--- src/rtl/pipe_stall_regs.sv ---
// PC, IF/ID and ID/EX registers driven by the load-use hazard unit and EX branch flush.
// Optional STALL_COUNTER_EN macro adds a saturating stall-cycle counter on stall_cnt.
module pipe_stall_regs #(
  parameter logic [31:0] RESET_PC = 32'h0000_0000,
  parameter int          CTRL_W   = 9
) (
  input  logic              clk,
  input  logic              rst_n,
  input  logic              pc_write,
  input  logic              if_id_write,
  input  logic              id_ex_control,
  input  logic              branch_taken,
  input  logic [31:0]       branch_target,
  input  logic [31:0]       imem_instr,
  input  logic [CTRL_W-1:0] id_ctrl,
  input  logic [4:0]        id_rs,
  input  logic [4:0]        id_rt,
  output logic [31:0]       pc,
  output logic [31:0]       if_id_instr,
  output logic [31:0]       if_id_pc4,
  output logic              if_id_valid,
  output logic [CTRL_W-1:0] id_ex_ctrl,
  output logic [4:0]        id_ex_rs,
  output logic [4:0]        id_ex_rt,
  output logic              id_ex_valid,
  output logic [1:0]        pipe_state,
  output logic              hazard_err,
  output logic [31:0]       stall_cnt
);

  typedef enum logic [1:0] {RUN = 2'd0, STALL = 2'd1, FLUSH = 2'd2} state_t;

  typedef struct packed {
    logic [31:0] instr;
    logic [31:0] pc4;
    logic        valid;
  } if_id_t;

  typedef struct packed {
    logic [CTRL_W-1:0] ctrl;
    logic [4:0]        rs;
    logic [4:0]        rt;
    logic              valid;
  } id_ex_t;

  state_t      state_q, state_d;
  if_id_t      if_id_q;
  id_ex_t      id_ex_q;
  logic [31:0] pc_q;
  logic [31:0] pc_plus4;
  logic        stall;
  logic        mismatch;
  logic        err_q;

  assign pc_plus4 = pc_q + 32'd4;
  assign stall    = !pc_write && !if_id_write && !id_ex_control;
  // The hazard unit should always move all three enables together.
  assign mismatch = (pc_write != if_id_write) || (if_id_write != id_ex_control);

  always_ff @(posedge clk) begin
    if (!rst_n) begin
      pc_q    <= RESET_PC;
      if_id_q <= '0;
      id_ex_q <= '0;
      state_q <= RUN;
      err_q   <= 1'b0;
    end else begin
      state_q <= state_d;
      if (mismatch) err_q <= 1'b1;

      if (branch_taken)  pc_q <= branch_target;
      else if (pc_write) pc_q <= pc_plus4;

      if (branch_taken) begin
        if_id_q <= '0;
      end else if (if_id_write) begin
        if_id_q.instr <= imem_instr;
        if_id_q.pc4   <= pc_plus4;
        if_id_q.valid <= 1'b1;
      end

      // Control is captured even behind an empty IF/ID; valid qualifies it.
      if (branch_taken || !id_ex_control) begin
        id_ex_q <= '0;
      end else begin
        id_ex_q.ctrl  <= id_ctrl;
        id_ex_q.rs    <= id_rs;
        id_ex_q.rt    <= id_rt;
        id_ex_q.valid <= if_id_q.valid;
      end
    end
  end

  always_comb begin
    state_d = state_q;
    case (state_q)
      RUN:     if (branch_taken) state_d = FLUSH;
               else if (stall)   state_d = STALL;
      STALL:   if (branch_taken) state_d = FLUSH;
               else if (!stall)  state_d = RUN;
      FLUSH:   if (branch_taken) state_d = FLUSH;
               else if (stall)   state_d = STALL;
               else              state_d = RUN;
      default: state_d = RUN;
    endcase
  end

`ifdef STALL_COUNTER_EN
  logic [31:0] stall_cnt_q;

  always_ff @(posedge clk) begin
    if (!rst_n)
      stall_cnt_q <= '0;
    else if (state_d == STALL && stall_cnt_q != 32'hFFFF_FFFF)
      stall_cnt_q <= stall_cnt_q + 32'd1;
  end

  assign stall_cnt = stall_cnt_q;
`else
  assign stall_cnt = '0;
`endif

  assign pc          = pc_q;
  assign if_id_instr = if_id_q.instr;
  assign if_id_pc4   = if_id_q.pc4;
  assign if_id_valid = if_id_q.valid;
  assign id_ex_ctrl  = id_ex_q.ctrl;
  assign id_ex_rs    = id_ex_q.rs;
  assign id_ex_rt    = id_ex_q.rt;
  assign id_ex_valid = id_ex_q.valid;
  assign pipe_state  = state_q;
  assign hazard_err  = err_q;

endmodule
--- config.mk ---
export PLATFORM = sky130hd
export DESIGN_NAME = pipe_stall_regs
export DESIGN_NICKNAME = d
export VERILOG_FILES = /design/src/rtl/pipe_stall_regs.sv
export SDC_FILE = /design/constraint.sdc
export NUM_CORES = 1
export LEC_CHECK = 0
export ABC_CLOCK_PERIOD_IN_PS = 2150
export CELL_PAD_IN_SITES_DETAIL_PLACEMENT = 0
export CELL_PAD_IN_SITES_GLOBAL_PLACEMENT = 1
export CORE_ASPECT_RATIO = 0.9
export CORE_MARGIN = 1
export CORE_UTILIZATION = 30
export CTS_CLUSTER_SIZE = 30
export DETAILED_ROUTE_END_ITERATION = 7
export GPL_TIMING_DRIVEN = 0
export PLACE_DENSITY = 0.81
export SLEW_MARGIN = 20
export SYNTH_ARGS = -nofsm -noshare
export SYNTH_HDL_FRONTEND = slang
export SYNTH_SLANG_ARGS = --single-unit
--- constraint.sdc ---
create_clock -name clk -period 2.15 [get_ports clk]
set_input_delay 0.215 -clock clk [delete_from_list [all_inputs] [get_ports clk]]
set_output_delay 0.215 -clock clk [all_outputs]
set_load 0.01 [all_outputs]
==> flow_metrics.tcl <==
set metrics [dict create \
    outcome "finished clean" \
    wl_per_cell_um 15.7 \
    reg2reg_to "if_id_pc4[30]$_SDFFE_PP0P_" \
    power.total_mw 6.07 \
    crit_buf_inv 0 \
    grt_pass1_vias 4737 \
    clk_pin_slew_ns 0.06 \
    worstSkewPairLatency_ns 0.41 \
    firstDrtPassIters 5 \
    final.min_clock_period_ns 2.02 \
    wl_met3_mm 1.31 \
    synth-xor-area-share_pct 8.83 \
    fmax_ghz 0.494 \
    synth_top_family_by_area "simple AND/OR/NAND/NOR gates" \
    startpoint_type "flop" \
    diodes 0 \
    reg2reg_depth 6 \
    critical-path-slowest-cell "dfxtp_1" \
    synthFlopType "dfxtp_1" \
    pin_count 241 \
    overflow 0 \
    syn_area_per_cell_um2 8.94 \
    rsz0062_at_grt "yes" \
    relSlewSlack_pct 47.3 \
    power.density_nw_per_um2 723 \
    die_h_um 128 \
    crit_type "flop to flop" \
    cts_tree "built" \
    cp_cell_sequence "ha_1 -> and4_4 -> nand2_1 -> nor4b_4 -> xnor2_2 -> a21oi_1" \
    synth_compound_area_share_pct 10.9 \
    postLayoutCellArea_um2 8400 \
    synth.area.mux_share_pct 7.23 \
    finalWirelength_mm 17.2 \
    wl_met2_mm 7.79 \
    slowest_delay_ns 0.45 \
    yosys_warnings 0 \
    syn_inst 588 \
    viasPerCell 4.51 \
    wl_met1_mm 7.84 \
    crit_family "simple AND/OR/NAND/NOR gates" \
    whs_path_depth 3 \
    syn_area_um2 5260 \
    crit_fanout 9 \
    gp_congestion 0.852 \
    routed.top_layer "met4" \
    die_w_um 142 \
    ant_nets 0 \
    r2r_slack_ns 0.13 \
    portBuffers 206 \
    synth_cell_types 38 \
    fin_setup_tns_ns 0 \
    finClkSkew_ns 0.00409 \
    cap_violations 0 \
    fin_nets 936 \
    drc 0 \
    synth-edff-count 0 \
    fillCellCount 1671 \
    worst_slew_pin_slew_ns 0.790 \
    yosys.area_share.simple_pct 17.5 \
    irDropWorstVdd_uv 652 \
    r2r_start "pc[2]$_SDFFE_PN0N_" \
    cp.arrival_ns 2.30 \
    vias 4929 \
    area_growth_pct 59.7 \
    antenna_found_initial 0 \
    async_flop_share_pct 0 \
    clock_path_buffers 2 \
    yosys_register_bits 120 \
    h-tree-depth 4 \
    numCtsBuffers 17 \
    hpwl_mm 12.8 \
    drive_gt1_share_pct 11.0 \
    die_area_um2 18100 \
    grt_pass1_wl_mm 26.2 \
    place_area_um2 7730 \
    p_leak_nw 3.31 \
    start_util_pct 30.9 \
    ys_seq_area_share_pct 45.7 \
    hold-path-endpoint "if_id_pc4[5]$_SDFFE_PP0P_" \
    numClockSinks 120 \
    finalSetupViolCount 0 \
    cts-root-buf "clkbuf_16" \
    hold_path.startpoint "if_id_write" \
    hold_viol 0 \
    num_rows 45 \
    end_kind "flop" \
    grt_max_degree 17 \
    slew_viol_final 0 \
    period_share_pct 94.1 \
    core_area_um2 17000 \
    hold_class "input pin to flop" \
    required_ns 2.43 \
    track_usage_pct 19.1 \
    synth_adder_area_share_pct 0.476 \
    drt_iter0_markers 284 \
]
logic make-up (layout without fill, tap and decap cells):
| logic type | after synthesis | in the layout |
|---|---|---|
| AO/OA/AOI/OAI | 106 | 106 |
| XOR/XNOR | 53 | 53 |
| adder cells (fa/ha/maj) | 2 | 2 |
| buffers and inverters | 86 | 325 |
| flip-flops | 120 | 120 |
| multiplexers | 38 | 38 |
| other | 1 | 32 |
| AND/OR/NAND/NOR | 182 | 182 |
where the power goes:
group	leakage (nW)	total [mW]	internal, mW	switching (mW)
Clock	0.275	2.82	1.74	1.08
Combinational	2.05	0.848	0.471	0.378
Sequential	0.984	2.41	2.32	0.0868
cell usage after synthesis (2+ instances only):
cell type	number	area [µm²]
nor3_1	12	60.1
xor2_1	32	280
nor4_1	4	25.0
buf_4	34	255
xnor2_1	21	184
and4_1	2	17.5
o22ai_1	3	18.8
nand4_1	18	113
inv_1	9	33.8
nand2_1	25	93.8
buf_1	4	15.0
a21oi_1	47	235
a211oi_1	12	90.1
buf_2	4	20.0
buf_6	3	33.8
mux2i_1	38	380
ha_1	2	25.0
o21ai_0	41	205
nand3_1	15	75.1
and2_1	2	12.5
nor2_1	70	263
clkbuf_2	3	15.0
clkbuf_1	28	105
and3_1	26	163
dfxtp_1	120	2400
layout by cell type (no fill, tap or decap), types with 9 or more instances in the layout:
cell type | synthesis | routed
buf_4 | 34 | 38
nor2_1 | 70 | 70
conb_1 | 1 | 32
o21ai_0 | 41 | 41
nand4_1 | 18 | 18
nand2_1 | 25 | 25
clkdlybuf4s50_1 | 0 | 206
inv_1 | 9 | 9
nand3_1 | 15 | 14
dfxtp_1 | 120 | 117
mux2i_1 | 38 | 38
clkbuf_16 | 0 | 17
nor3_1 | 12 | 11
xor2_1 | 32 | 32
a211oi_1 | 12 | 12
clkbuf_1 | 28 | 26
and3_1 | 26 | 26
xnor2_1 | 21 | 20
a21oi_1 | 47 | 47
metal layers:
| metal | up-vias | GRT usage, % |
|---|---|---|
| met5 | - | 0 |
| met4 | 0 | 5.95 |
| met3 | 18 | 5.62 |
| li1 | 2473 | - |
| met2 | 195 | 30.6 |
| met1 | 2243 | 24.7 |
worst register-to-register path, stage by stage (launching register included):
cell	delay, ns
dfxtp_1	0.45
ha_1	0.33
and4_4	0.36
nand2_1	0.19
nor4b_4	0.32
xnor2_2	0.16
a21oi_1	0.09
registers in the layout, summed over array words and instances (netlist names):
signal       flops
hazard_err       1
id_ex_ctrl       9
id_ex_rs         5
id_ex_rt         5
id_ex_valid      1
if_id_instr     32
if_id_pc4       32
if_id_valid      1
pc              32
pipe_state       2
repair_timing:
action | in CTS | in global routing
hold buffers | 0 | 0
gates cloned | 0 | 0
endpoints found under the setup margin | 26 | 13
pin swaps | 0 | 3
setup buffers | 0 | 2
gates resized for setup | 4 | 18
worst max path at each step:
stage | from | to | slack (ns) | cells past startpoint
6_report | pc[2]$_SDFFE_PN0N_ | if_id_pc4[30]$_SDFFE_PP0P_ | 0.13 | 6
2_1_floorplan | pc[10]$_SDFFE_PN0N_ | if_id_pc4[30]$_SDFFE_PP0P_ | 0.19 | 7
3_5_place_dp | pc[2]$_SDFFE_PN0N_ | if_id_pc4[30]$_SDFFE_PP0P_ | -0.23 | 7
5_1_grt | pc[11]$_SDFFE_PN0N_ | if_id_pc4[30]$_SDFFE_PP0P_ | -0.006 | 7
3_3_place_gp | pc[2]$_SDFFE_PN0N_ | if_id_pc4[30]$_SDFFE_PP0P_ | -0.26 | 7
4_1_cts | pc[10]$_SDFFE_PN0N_ | if_id_pc4[30]$_SDFFE_PP0P_ | 0.02 | 7
per-stage QoR:
stage          util, %  setup WS [ns]  instances  hold slack, ns
2_1_floorplan        -          0.187        619           0.305
3_3_place_gp      45.5         -0.257       1060           0.465
3_5_place_dp      45.5         -0.233       1060           0.475
4_1_cts           49.0         0.0153       1091           0.132
5_1_grt           49.4       -0.00640       1093           0.143
6_report          49.4          0.127       1093           0.146
cell type report:
cell class	count	area, µm²	area share (%)
tap	235	294	3.50
sequential	120	2410	28.6
buffer	76	465	5.54
clock buffer	18	439	5.23
timing repair buffer	208	2080	24.7
clock inverter	14	148	1.76
multi-input combinational	413	2540	30.2
inverter	9	33.8	0.402
Power figures use the tool's default switching activity.
